### src/rtl/rvmyth_dac_bridge.sv
// rvmyth_dac_bridge: turns changes of the rvmyth count output into a queued
// stream of PWM duty-cycle codes, one code per PWM period.
// Build option: RVMYTH_DAC_DROP_OLDEST_EN selects the full-FIFO policy.
// When it is defined, the oldest entry is replaced. When it is undefined,
// which is the default, the new value is dropped.
module rvmyth_dac_bridge #(
    parameter int DATA_W = 4,
    parameter int DEPTH  = 4
) (
    input  logic                     clk,
    input  logic                     rst,
    input  logic [DATA_W-1:0]        count,
    input  logic                     ovf_clr,
    output logic [DATA_W-1:0]        dac_code,
    output logic                     pwm_out,
    output logic [$clog2(DEPTH):0]   fifo_level,
    output logic                     overflow
);

    localparam int AW = $clog2(DEPTH);
    localparam int LW = AW + 1;

    logic [DATA_W-1:0] mem [DEPTH];
    logic [DATA_W-1:0] last_count;
    logic [DATA_W-1:0] pcnt;
    logic [DATA_W-1:0] pcnt_nxt;
    logic [DATA_W-1:0] dac_nxt;
    logic [AW-1:0]     wptr;
    logic [AW-1:0]     rptr;
    logic              chg;
    logic              full;
    logic              empty;
    logic              pop;
    logic              ovf_evt;
    logic              wr;
    logic              drop;

    // Push/pop decisions and next-state values shared by the registers below.
    always_comb begin
        chg      = (count != last_count);
        full     = (fifo_level == LW'(DEPTH));
        empty    = (fifo_level == '0);
        pop      = (pcnt == '1) && !empty;
        ovf_evt  = chg && full && !pop;
`ifdef RVMYTH_DAC_DROP_OLDEST_EN
        wr       = chg;
        drop     = ovf_evt;
`else
        wr       = chg && !ovf_evt;
        drop     = 1'b0;
`endif
        dac_nxt  = pop ? mem[rptr] : dac_code;
        pcnt_nxt = pcnt + 1'b1;
    end

    // FIFO storage. The contents do not need a reset because the level gates every read.
    always_ff @(posedge clk) begin
        if (!rst && wr)
            mem[wptr] <= count;
    end

    // Control state, pointers, level, PWM and the sticky overflow flag.
    always_ff @(posedge clk) begin
        if (rst) begin
            last_count <= '0;
            pcnt       <= '0;
            dac_code   <= '0;
            pwm_out    <= 1'b0;
            wptr       <= '0;
            rptr       <= '0;
            fifo_level <= '0;
            overflow   <= 1'b0;
        end else begin
            pcnt     <= pcnt_nxt;
            dac_code <= dac_nxt;
            // The comparison is made against the next counter and code values.
            // This keeps pwm_out aligned with the pcnt value shown in the same cycle.
            pwm_out  <= (pcnt_nxt < dac_nxt);
            if (chg)
                last_count <= count;
            if (wr)
                wptr <= wptr + 1'b1;
            if (pop || drop)
                rptr <= rptr + 1'b1;
            if (wr && !pop && !full)
                fifo_level <= fifo_level + 1'b1;
            else if (pop && !wr && !empty)
                fifo_level <= fifo_level - 1'b1;
            if (ovf_evt)
                overflow <= 1'b1;
            else if (ovf_clr)
                overflow <= 1'b0;
        end
    end

endmodule
### config.mk
export PLATFORM = sky130hd
export DESIGN_NAME = rvmyth_dac_bridge
export DESIGN_NICKNAME = d
export VERILOG_FILES = /design/src/rtl/rvmyth_dac_bridge.sv
export SDC_FILE = /design/constraint.sdc
export NUM_CORES = 1
export LEC_CHECK = 0
export CAP_MARGIN = 20
export CORE_MARGIN = 5
export CORE_UTILIZATION = 25
export CTS_CLUSTER_SIZE = 12
export DETAILED_ROUTE_END_ITERATION = 6
export PLACE_DENSITY = 0.5
export REMOVE_ABC_BUFFERS = 1
export SYNTH_ARGS = -nofsm -noshare
export SYNTH_HDL_FRONTEND = slang
export SYNTH_SLANG_ARGS = --single-unit
### constraint.sdc
create_clock -name clk -period 5.5 [get_ports clk]
set_clock_uncertainty 0.2 [all_clocks]
set_input_delay 1.1 -clock clk [delete_from_list [all_inputs] [get_ports clk]]
set_output_delay 1.1 -clock clk [all_outputs]
set_load 0.005 [all_outputs]
# == Word level (Yosys, flattened, before mapping) ==
# Memory sizes are Yosys's and may differ from the RTL's. A register that Yosys moved wholly into a read port is not among the register bits.
# Cells that the tools add are included.
# totals
reg_bits,21
latch_bits,0
ramBits,16
rom_bits,0
input_bits,7
out_inout_bits,9
word_cells,45
n_memories,1
# mem_list
name,words,width,read_ports,rd_clocked_by_memory_dff,write_ports,line_no,source
mem,4,4,1,1,1,23,logic [DATA_W-1:0] mem [DEPTH];
# op_classes
addsub,5
mul,0
n_div,0
order_cmp,1
eq_ne,3
n_shift,0
mux,9
bitwise_logic,0
n_reduce_logical,18
# ops
operator,count
logical AND 1 bit,9
zero test 1 bit,6
two-way mux 3 bit,2
"adder 2 x 1 -> 2 bit, second input constant",2
"adder 4 x 1 -> 4 bit, second input constant",1
"== test 4 bit, second input constant",1
less-than comparator 4 bit,1
two-way mux 1 bit,4
two-way mux 2 bit,2
two-way mux 4 bit,1
inequality test 4 bit,1
nonzero test 2 bit,2
"adder 3 x 1 -> 3 bit, second input constant",1
"== test 3 bit, second input constant",1
zero test 3 bit,1
"subtractor 3 x 1 -> 3 bit, second input constant",1

# == Longest topological paths before layout ==
# Gate-level depths: netlist of run 1.
# logic_depth
word_depth,12
ltp_mapped,9
ltp_nobuf,9

# == Worst setup path after synthesis of run 1 ==
# No wires, ideal clock.
# synth_timing
kind,input to register
start,input count[1]
end,register fifo_level[2]
setup_time_ns,0.121
t_arrival_ns,2.644
t_required_ns,5.179
setup_slack_ns,2.535
cell_stages,8
n_path_buf,0
path_cell_list,xor2_1 nor4_4 nand2b_1 fa_1 inv_1 a211oi_1 mux2i_1 mux2_2
# synth_between
elab_chain_len,9
elab_cells_between_ends,12
# synth_lines
element,line_no,source
start: declaration,12,"input logic [DATA_W-1:0] count,"
inequality test 4 bit (*),40,chg = (count != last_count);
logical AND 1 bit (2 in series),44,ovf_evt = chg && full && !pop;
zero test 1 bit,49,wr = chg && !ovf_evt;
logical AND 1 bit (*),49,
zero test 1 bit,87,else if (pop && !wr && !empty)
logical AND 1 bit (2 in series),87,
nonzero test 2 bit (no line),n/a,
end signal: assignment,86,fifo_level <= fifo_level + 1'b1;
end signal: assignment,88,fifo_level <= fifo_level - 1'b1;
end: declaration,16,"output logic [$clog2(DEPTH):0] fifo_level,"
# Every way passes the cells marked *; elsewhere a longest branch is shown, timed or not.
# A chain may end at the register's enable or synchronous reset.

# == Worst setup path after layout of run 1 ==
# Ends and elaborated chain as after synthesis.

==> metrics, run 1 <==
critical path, cell by cell=clkdlybuf4s50_1 > xor2_1 > nor4_4 > nand2b_1 > fa_1 > inv_1 > a211oi_1 > mux2i_1 > mux2_2; I/O pin count=16; worst reg2reg path depth=8; hold wc startpoint=pcnt[0]; period utilisation layout=62.9%; remaining global-route overflow=0; top cell type's share of synthesized area=29.0%; Yosys top cell by area=edfxtp_1; CP Capture Type=flip-flop; Synth Flop Type=dfxtp_1; Ant. Diodes=0; FF-to-FF End=pwm_out; DRT iter0 DRCs=68; worst path buffer plus inverter count=2; Post-Route Setup TNS=0 ns; status=complete, no violations; most common cell after layout, fill and taps aside=dfxtp_1; Final ANT Viol Nets=0; critical path's top delay family=simple AND/OR/NAND/NOR gates; R2R Setup Slk=2.93 ns; Hold WC Path Type=reg -> reg; global-route usage over all layers=7.58%; total power=670 µW; # hold bufs at CTS=0; Hold Path Sink=pcnt[0]; DRC=0; fraction of registers with async set/reset=0%; Total Wirelength=2840 µm; number of synthesis warnings=0; Post-synth EDFFs=16; type of origin of the critical path=input pin; Syn Std Cell Area=1660 µm²; clock slew at reported path FFs=0.08 ns; Min-Delay Path Depth=1; worst-case vdd ir drop=0.000117 V; CTS resizes=0; Std-Cell Rows=29; RePlAce Congestion=0.718; Seq/Total Area, Yosys=56.8%; RSZ-0062 raised after global routing=no; leading cell types in the layout, fill and taps excluded=dfxtp_1, edfxtp_1, clkdlybuf4s50_1; Worst R2R Start=pcnt[0]; final hold vios=0; DRT Pass-1 Iters=4; H-tree depth=2; final max-slew violation count=0; met1 Track Usage GR=8.68%; Setup CP Type=in -> reg; crit-path max FO=10; Clock Tree Buf Depth=2; detailed placement HPWL=2090 µm; Layout Nets=167; Worst path max stage delay=0.58 ns; distinct cell type count after synthesis=30; Clock Latency Late Sink=0.29 ns; # clock sinks=39; WP data required=5.49 ns; first-pass GRT wire length=4970 µm; initial core utilization=25.9%; grt met3 use=2.56%; core area=6390 µm²; Crit-path slowest cell=nor4_4; initial antenna violation count=0; global route hottest layer=met2; Die W=91.4 µm; Root Driver=clkbuf_8; average size of a mapped cell=12.7 µm²; data arrival time of the worst path=3.44 ns; met2 Use GR=12.1%; slew of the pin with the lowest slew margin=0.570 ns; Avg WL per Cell=12.4 µm; layout cell share with drive strength beyond 1=11.2%; Max Clk Rate=289 MHz; number of setup violations in the final report=0; largest net degree at the start of global routing=26; max_slew headroom=61.7%; FF+latch count, synth=39; Power Density=336 nW/µm²; Lkg Pwr=0.000703 µW; post-CTS setup buffer count=0; vias in the first global route=1061; Area growth syn-to-layout=20.2%; max-cap violations=0; Port-buffer cells=15; Vias=987; synthesized instance count=130; ranking of synthesized cells by area=edfxtp_1, dfxtp_1, ha_1; CTS tree=done; Die ar.=8350 µm²; Vias/cell=4.31; Period minus WS final=3.46 ns; die height=91.4 µm; TritonCTS Buffers=5
[where the power goes]
group	internal, µW	total (µW)	switching, µW
clock network	88.1	190	102
registers	333	356	22.5
logic	65.2	125	59.4
total	487	670	184
[registers in the layout, summed over array words and instances (netlist names), named ones only]
name and cells:
mem 16, dac_code 4, last_count 4, pcnt 4, fifo_level 3, rptr 2, wptr 2, overflow 1
pwm_out 1
[worst register-to-register path: cells and delay by family (launching register included)]
| family | cells | cell delay (ns) |
|---|---|---|
| flops | 1 | 0.39 |
| compound gates | 2 | 0.43 |
| simple gates | 3 | 0.68 |
| mux | 1 | 0.30 |
| fa+ha+maj | 2 | 0.50 |
[worst max-delay path by stage]
stage | end | slack (ns) | cells after the start | from
3_3_place_gp | fifo_level[2] | 1.86 | 9 | count[1]
5_1_grt | fifo_level[2] | 1.82 | 9 | count[1]
3_5_place_dp | fifo_level[2] | 1.74 | 9 | count[1]
2_1_floorplan | fifo_level[2] | 2.54 | 8 | count[1]
6_report | fifo_level[2] | 2.04 | 9 | count[1]
4_1_cts | fifo_level[2] | 2.04 | 9 | count[1]
[cell type report]
| cell class | instances | area (µm²) |
|---|---|---|
| clock inverters | 3 | 20.0 |
| fillers | 647 | 4390 |
| inverters | 4 | 15.0 |
| well taps | 77 | 96.3 |
| clock buffers | 5 | 68.8 |
| multi-input cells | 85 | 693 |
| repair buffers | 16 | 158 |
| flip-flops and latches | 39 | 941 |
[cell usage after synthesis, types with 2 or more instances]
cell type	number
xnor2_1	3
nor2b_1	9
nand2b_1	4
ha_1	8
nor3_1	3
a21oi_1	4
dfxtp_1	23
and2_1	5
mux4_2	4
a211oi_1	2
o21ai_0	4
inv_1	4
xor2_1	6
nand3_1	3
nor2_1	11
edfxtp_1	16
or3_1	2
clkbuf_1	2
mux2i_1	6
[cells by family after synthesis]
kind of cell,synth area share [%]
adder cells (fa/ha/maj),7.25
AO/OA/AOI/OAI,3.85
multiplexers,10.4
flip-flops,56.8
AND/OR/NAND/NOR,15.6
XOR/XNOR,4.76
buffers and inverters,1.36
[layer usage]
layer	vias up	part of all wire, %
met4	0	2.5
li1	497	-
met3	6	4.8
met2	17	49
met5	-	0
met1	467	44
[per-stage QoR]
step                worst slack (ns)  instance area (µm²)  util [%]  hold WS (ns)  instances
floorplan                       2.54                 1650         -         0.230        128
global placement                1.86                 1900      29.8         0.255        221
detailed placement              1.74                 1900      29.8         0.264        221
CTS                             2.04                 1990      31.2         0.281        229
global route                    1.82                 1990      31.2         0.298        229
finish                          2.04                 1990      31.2         0.272        229
Note: power is estimated with default switching activity, not from simulation.
==> inputs of run 2 (changes only) <==
--- a/config.mk
+++ b/config.mk
@@ -10,7 +10,7 @@
 export CORE_UTILIZATION = 25
 export CTS_CLUSTER_SIZE = 12
 export DETAILED_ROUTE_END_ITERATION = 6
-export PLACE_DENSITY = 0.5
+export PLACE_DENSITY = 0.52
 export REMOVE_ABC_BUFFERS = 1
 export SYNTH_ARGS = -nofsm -noshare
 export SYNTH_HDL_FRONTEND = slang
==> constraint.sdc (replaced) <==
create_clock -name clk -period 2.9 [get_ports clk]
set_clock_uncertainty 0.2 [all_clocks]
set_input_delay 0.58 -clock clk [delete_from_list [all_inputs] [get_ports clk]]
set_output_delay 0.58 -clock clk [all_outputs]
set_load 0.005 [all_outputs]
==> metrics, run 2 (same netlist as run 1, synthesis figures left out) <==
status=complete, no violations; max_slew headroom=78.2%; DRT Pass-1 Iters=4; final max-slew violation count=0; Setup CP Type=in -> reg; number of setup violations in the final report=0; Std-Cell Rows=29; Power Density=665 nW/µm²; Root Driver=clkbuf_8; Vias/cell=4.37; Port-buffer cells=15; layout cell share with drive strength beyond 1=14.0%; core area=6390 µm²; Die W=91.4 µm; H-tree depth=2; Clock Tree Buf Depth=2; CTS tree=done; vias in the first global route=1073; leading cell types in the layout, fill and taps excluded=dfxtp_1, edfxtp_1, clkdlybuf4s50_1; Ant. Diodes=0; RePlAce Congestion=0.790; max reg flops=16; Total Wirelength=2920 µm; DRT iter0 DRCs=56; Multi-input gate area=693 µm²; Vias=1023; worst hold margin=0.273 ns; Clock Latency Late Sink=0.29 ns; type of origin of the critical path=input pin; largest net degree at the start of global routing=26; period utilisation layout=93.3%; CTS resizes=0; crit-path max FO=6; DRC=0; most common cell after layout, fill and taps aside=dfxtp_1; WP data required=2.88 ns; remaining global-route overflow=0; Die ar.=8350 µm²; initial core utilization=25.9%; RSZ-0062 raised after global routing=no; Final ANT Viol Nets=0; max-cap violations=0; worst-case vdd ir drop=0.000299 V; I/O pin count=16; final hold vios=0; Area growth syn-to-layout=23.9%; placed cells=226; fin cells=234; die height=91.4 µm; # hold bufs at CTS=0; Avg WL per Cell=12.5 µm; detailed placement HPWL=2190 µm; post-CTS setup buffer count=0; Hold WC Path Type=reg -> reg; TritonCTS Buffers=5; Lkg Pwr=0.000747 µW; Biggest register=mem; global-route usage over all layers=7.70%; data arrival time of the worst path=2.68 ns; clock slew at reported path FFs=0.08 ns; Period minus WS final=2.70 ns; Layout Nets=172; initial antenna violation count=0; first-pass GRT wire length=5090 µm; slew of the pin with the lowest slew margin=0.325 ns; # clock sinks=39; filler instances=653; CP Capture Type=flip-flop; register area=941 µm²; Max Clk Rate=370 MHz
==> run 2: worst max-delay path: stages <==
cell and delay (ns):
clkdlybuf4s50_1 0.56, xor2_1 0.26, nor4_4 0.08, nand2b_1 0.16, fa_1 0.40, nor3_1 0.26
mux2i_1 0.12, mux2_2 0.27
==> run 2: through the flow <==
step	power [µW]	area [µm²]	setup slack (ns)	setup TNS [ns]	util, %
floorplan	830	1650	0.455	0	-
global placement	923	1940	-0.00556	-0.00556	30.4
detailed placement	934	1940	-0.0928	-0.0928	30.4
CTS	1390	2050	0.214	0	32.2
global route	1460	2050	0.119	0	32.2
finish	1370	2050	0.196	0	32.2
==> run 2: routing by layer <==
| layer | track usage, % | share of wire (%) |
|---|---|---|
| met4 | 4.65 | 3.3 |
| met3 | 2.89 | 4.3 |
| met2 | 12.4 | 49 |
| met1 | 8.64 | 44 |
| met5 | 0 | 0 |
==> run 2: cell type report <==
cell class	instances	area share [%]
Sequential cell	39	45.8
Multi-Input combinational cell	85	33.8
Timing Repair Buffer	21	9.51
Tap cell	77	4.69
Clock buffer	5	3.35
Clock inverter	3	2.13
Inverter	4	0.731
==> run 2: final timing paths <==
kind	startpoint	endpoint	slack, ns	cells after the start
min reg2reg	overflow	overflow	0.27	2
max	count[2]	fifo_level[2]	0.20	8
max reg2reg	pcnt[0]	fifo_level[2]	0.43	8
min	overflow	overflow	0.27	2
==> run 2: where the power goes <==
part	switching (µW)	internal, µW	total [µW]
Clock	192	256	448
Sequential	44.2	632	676
Combinational	114	128	242
Total	350	1020	1370
==> inputs of run 3 (changes only) <==
--- a/config.mk
+++ b/config.mk
@@ -7,10 +7,10 @@
 export LEC_CHECK = 0
 export CAP_MARGIN = 20
 export CORE_MARGIN = 5
-export CORE_UTILIZATION = 25
+export CORE_UTILIZATION = 30
 export CTS_CLUSTER_SIZE = 12
 export DETAILED_ROUTE_END_ITERATION = 6
-export PLACE_DENSITY = 0.52
+export PLACE_DENSITY = 0.58
 export REMOVE_ABC_BUFFERS = 1
 export SYNTH_ARGS = -nofsm -noshare
 export SYNTH_HDL_FRONTEND = slang
==> metrics, run 3 (same netlist as run 1, synthesis figures left out) <==
worst reg2reg path depth=8; Max Clk Rate=387 MHz; number of setup violations in the final report=0; most common cell after layout, fill and taps aside=dfxtp_1; CTS resizes=0; core area=5440 µm²; Ant. Diodes=0; Area growth syn-to-layout=25.5%; Avg WL per Cell=12.3 µm; data arrival time of the worst path=2.57 ns; Worst path max stage delay=0.50 ns; remaining global-route overflow=0; RSZ-0062 raised after global routing=no; initial core utilization=30.5%; Seq pwr share=46.6%; die height=84.3 µm; worst-case vdd ir drop=0.000302 V; Lkg Pwr=0.000758 µW; Port-buffer cells=15; # hold bufs at CTS=0; critical path, cell by cell=clkdlybuf4s50_1 > xor2_1 > nor4_4 > nand2b_1 > fa_1 > inv_1 > a211oi_1 > mux2i_1 > mux2_2; max-cap violations=0; initial antenna violation count=0; Worst R2R Start=fifo_level[0]; final hold vios=0; Vias/cell=4.44; Place WS=-0.0118 ns; R2R Setup Slk=0.48 ns; Hold WC Path Type=reg -> reg; crit path from=count[1]; I/O pin count=16; Die ar.=7110 µm²; FF-to-FF End=fifo_level[2]; Root Driver=clkbuf_8; slew of the pin with the lowest slew margin=0.356 ns; max_slew headroom=76.1%; crit-path max FO=2; worst hold margin=0.274 ns; Biggest register=mem; final max-slew violation count=0; status=complete, no violations; DRT Pass-1 Iters=4; DRC=0; Power Density=696 nW/µm²; post-CTS setup buffer count=0; # clock sinks=39; vias in the first global route=1071; leading cell types in the layout, fill and taps excluded=dfxtp_1, edfxtp_1, clkdlybuf4s50_1; clock slew at reported path FFs=0.08 ns; WP data required=2.88 ns; max reg flops=16; period utilisation layout=89.2%; Post-Route Setup TNS=0 ns; clock share of power=36.8%; Crit-path slowest cell=clkdlybuf4s50_1; Total Wirelength=2840 µm; total power=1450 µW; Worst Setup EP=fifo_level[2]; Std-Cell Rows=27; Internal Power=1100 µW; Die W=84.3 µm; Clock Tree Buf Depth=2; Vias=1021; detailed placement HPWL=2200 µm; Clock Latency Late Sink=0.29 ns; Sw Pwr=344 µW; global-route usage over all layers=9.00%; type of origin of the critical path=input pin; Gate power share=16.6%; TritonCTS Buffers=5; filler instances=515; RePlAce Congestion=0.787; Layout Nets=173; CP Capture Type=flip-flop; largest net degree at the start of global routing=26; switching share of power=23.8%; DRT iter0 DRCs=30; post-layout util=38.2%; layout cell share with drive strength beyond 1=14.6%; Period minus WS final=2.59 ns; Final WS setup=0.313 ns; Setup CP Type=in -> reg; H-tree depth=2; CTS tree=done; Final ANT Viol Nets=0; first-pass GRT wire length=5000 µm
-- run 3: final cells by class --
class	instances	area, µm²	share of cell area [%]
sequential	39	941	45.3
tap	72	90.1	4.33
inverter	4	15.0	0.722
clock buffer	5	68.8	3.31
multi-input combinational	85	693	33.4
timing repair buffer	22	203	9.75
clock inverter	3	67.6	3.25
-- run 3: through the flow --
step                      cells  area (µm²)
after global routing        230        2080
after CTS                   230        2080
after global placement      222        1940
final                       230        2080
after floorplan             128        1650
after detailed placement    222        1940
-- run 3: worst max-delay path, delay by kind of cell --
kind / cells / cell delay, ns
fa+ha+maj: 1 / 0.39
buf+inv: 2 / 0.58
mux: 2 / 0.49
compound gates: 1 / 0.05
xor+xnor: 1 / 0.24
simple gates: 2 / 0.24
-- run 3: power by group through the flow --
stage	combinational (µW)	clock [µW]	sequential (µW)
after global routing	274	565	684
after floorplan	151	0	679
after global placement	237	0	684
after detailed placement	245	0	689
after CTS	246	547	676
final	241	532	674
-- run 3: routing by layer --
metal / vias up / wire length [µm] / global-route usage [%]
met1: 489 / 1180 / 10.2
li1: 512 / - / -
met4: 0 / 51 / 3.95
met2: 15 / 1470 / 14.8
met3: 5 / 138 / 3.73
met5: - / 0 / 0
-- run 3: how the worst min path moves through the flow --
| stage | from | end | slack (ns) | cells after the start |
|---|---|---|---|---|
| 6_report | pcnt[0] | pcnt[0] | 0.27 | 1 |
| 2_1_floorplan | pcnt[0] | pcnt[0] | 0.23 | 1 |
| 4_1_cts | pcnt[0] | pcnt[0] | 0.28 | 1 |
| 5_1_grt | pcnt[0] | pcnt[0] | 0.31 | 1 |
| 3_5_place_dp | pcnt[0] | pcnt[0] | 0.26 | 1 |
| 3_3_place_gp | pcnt[0] | pcnt[0] | 0.25 | 1 |
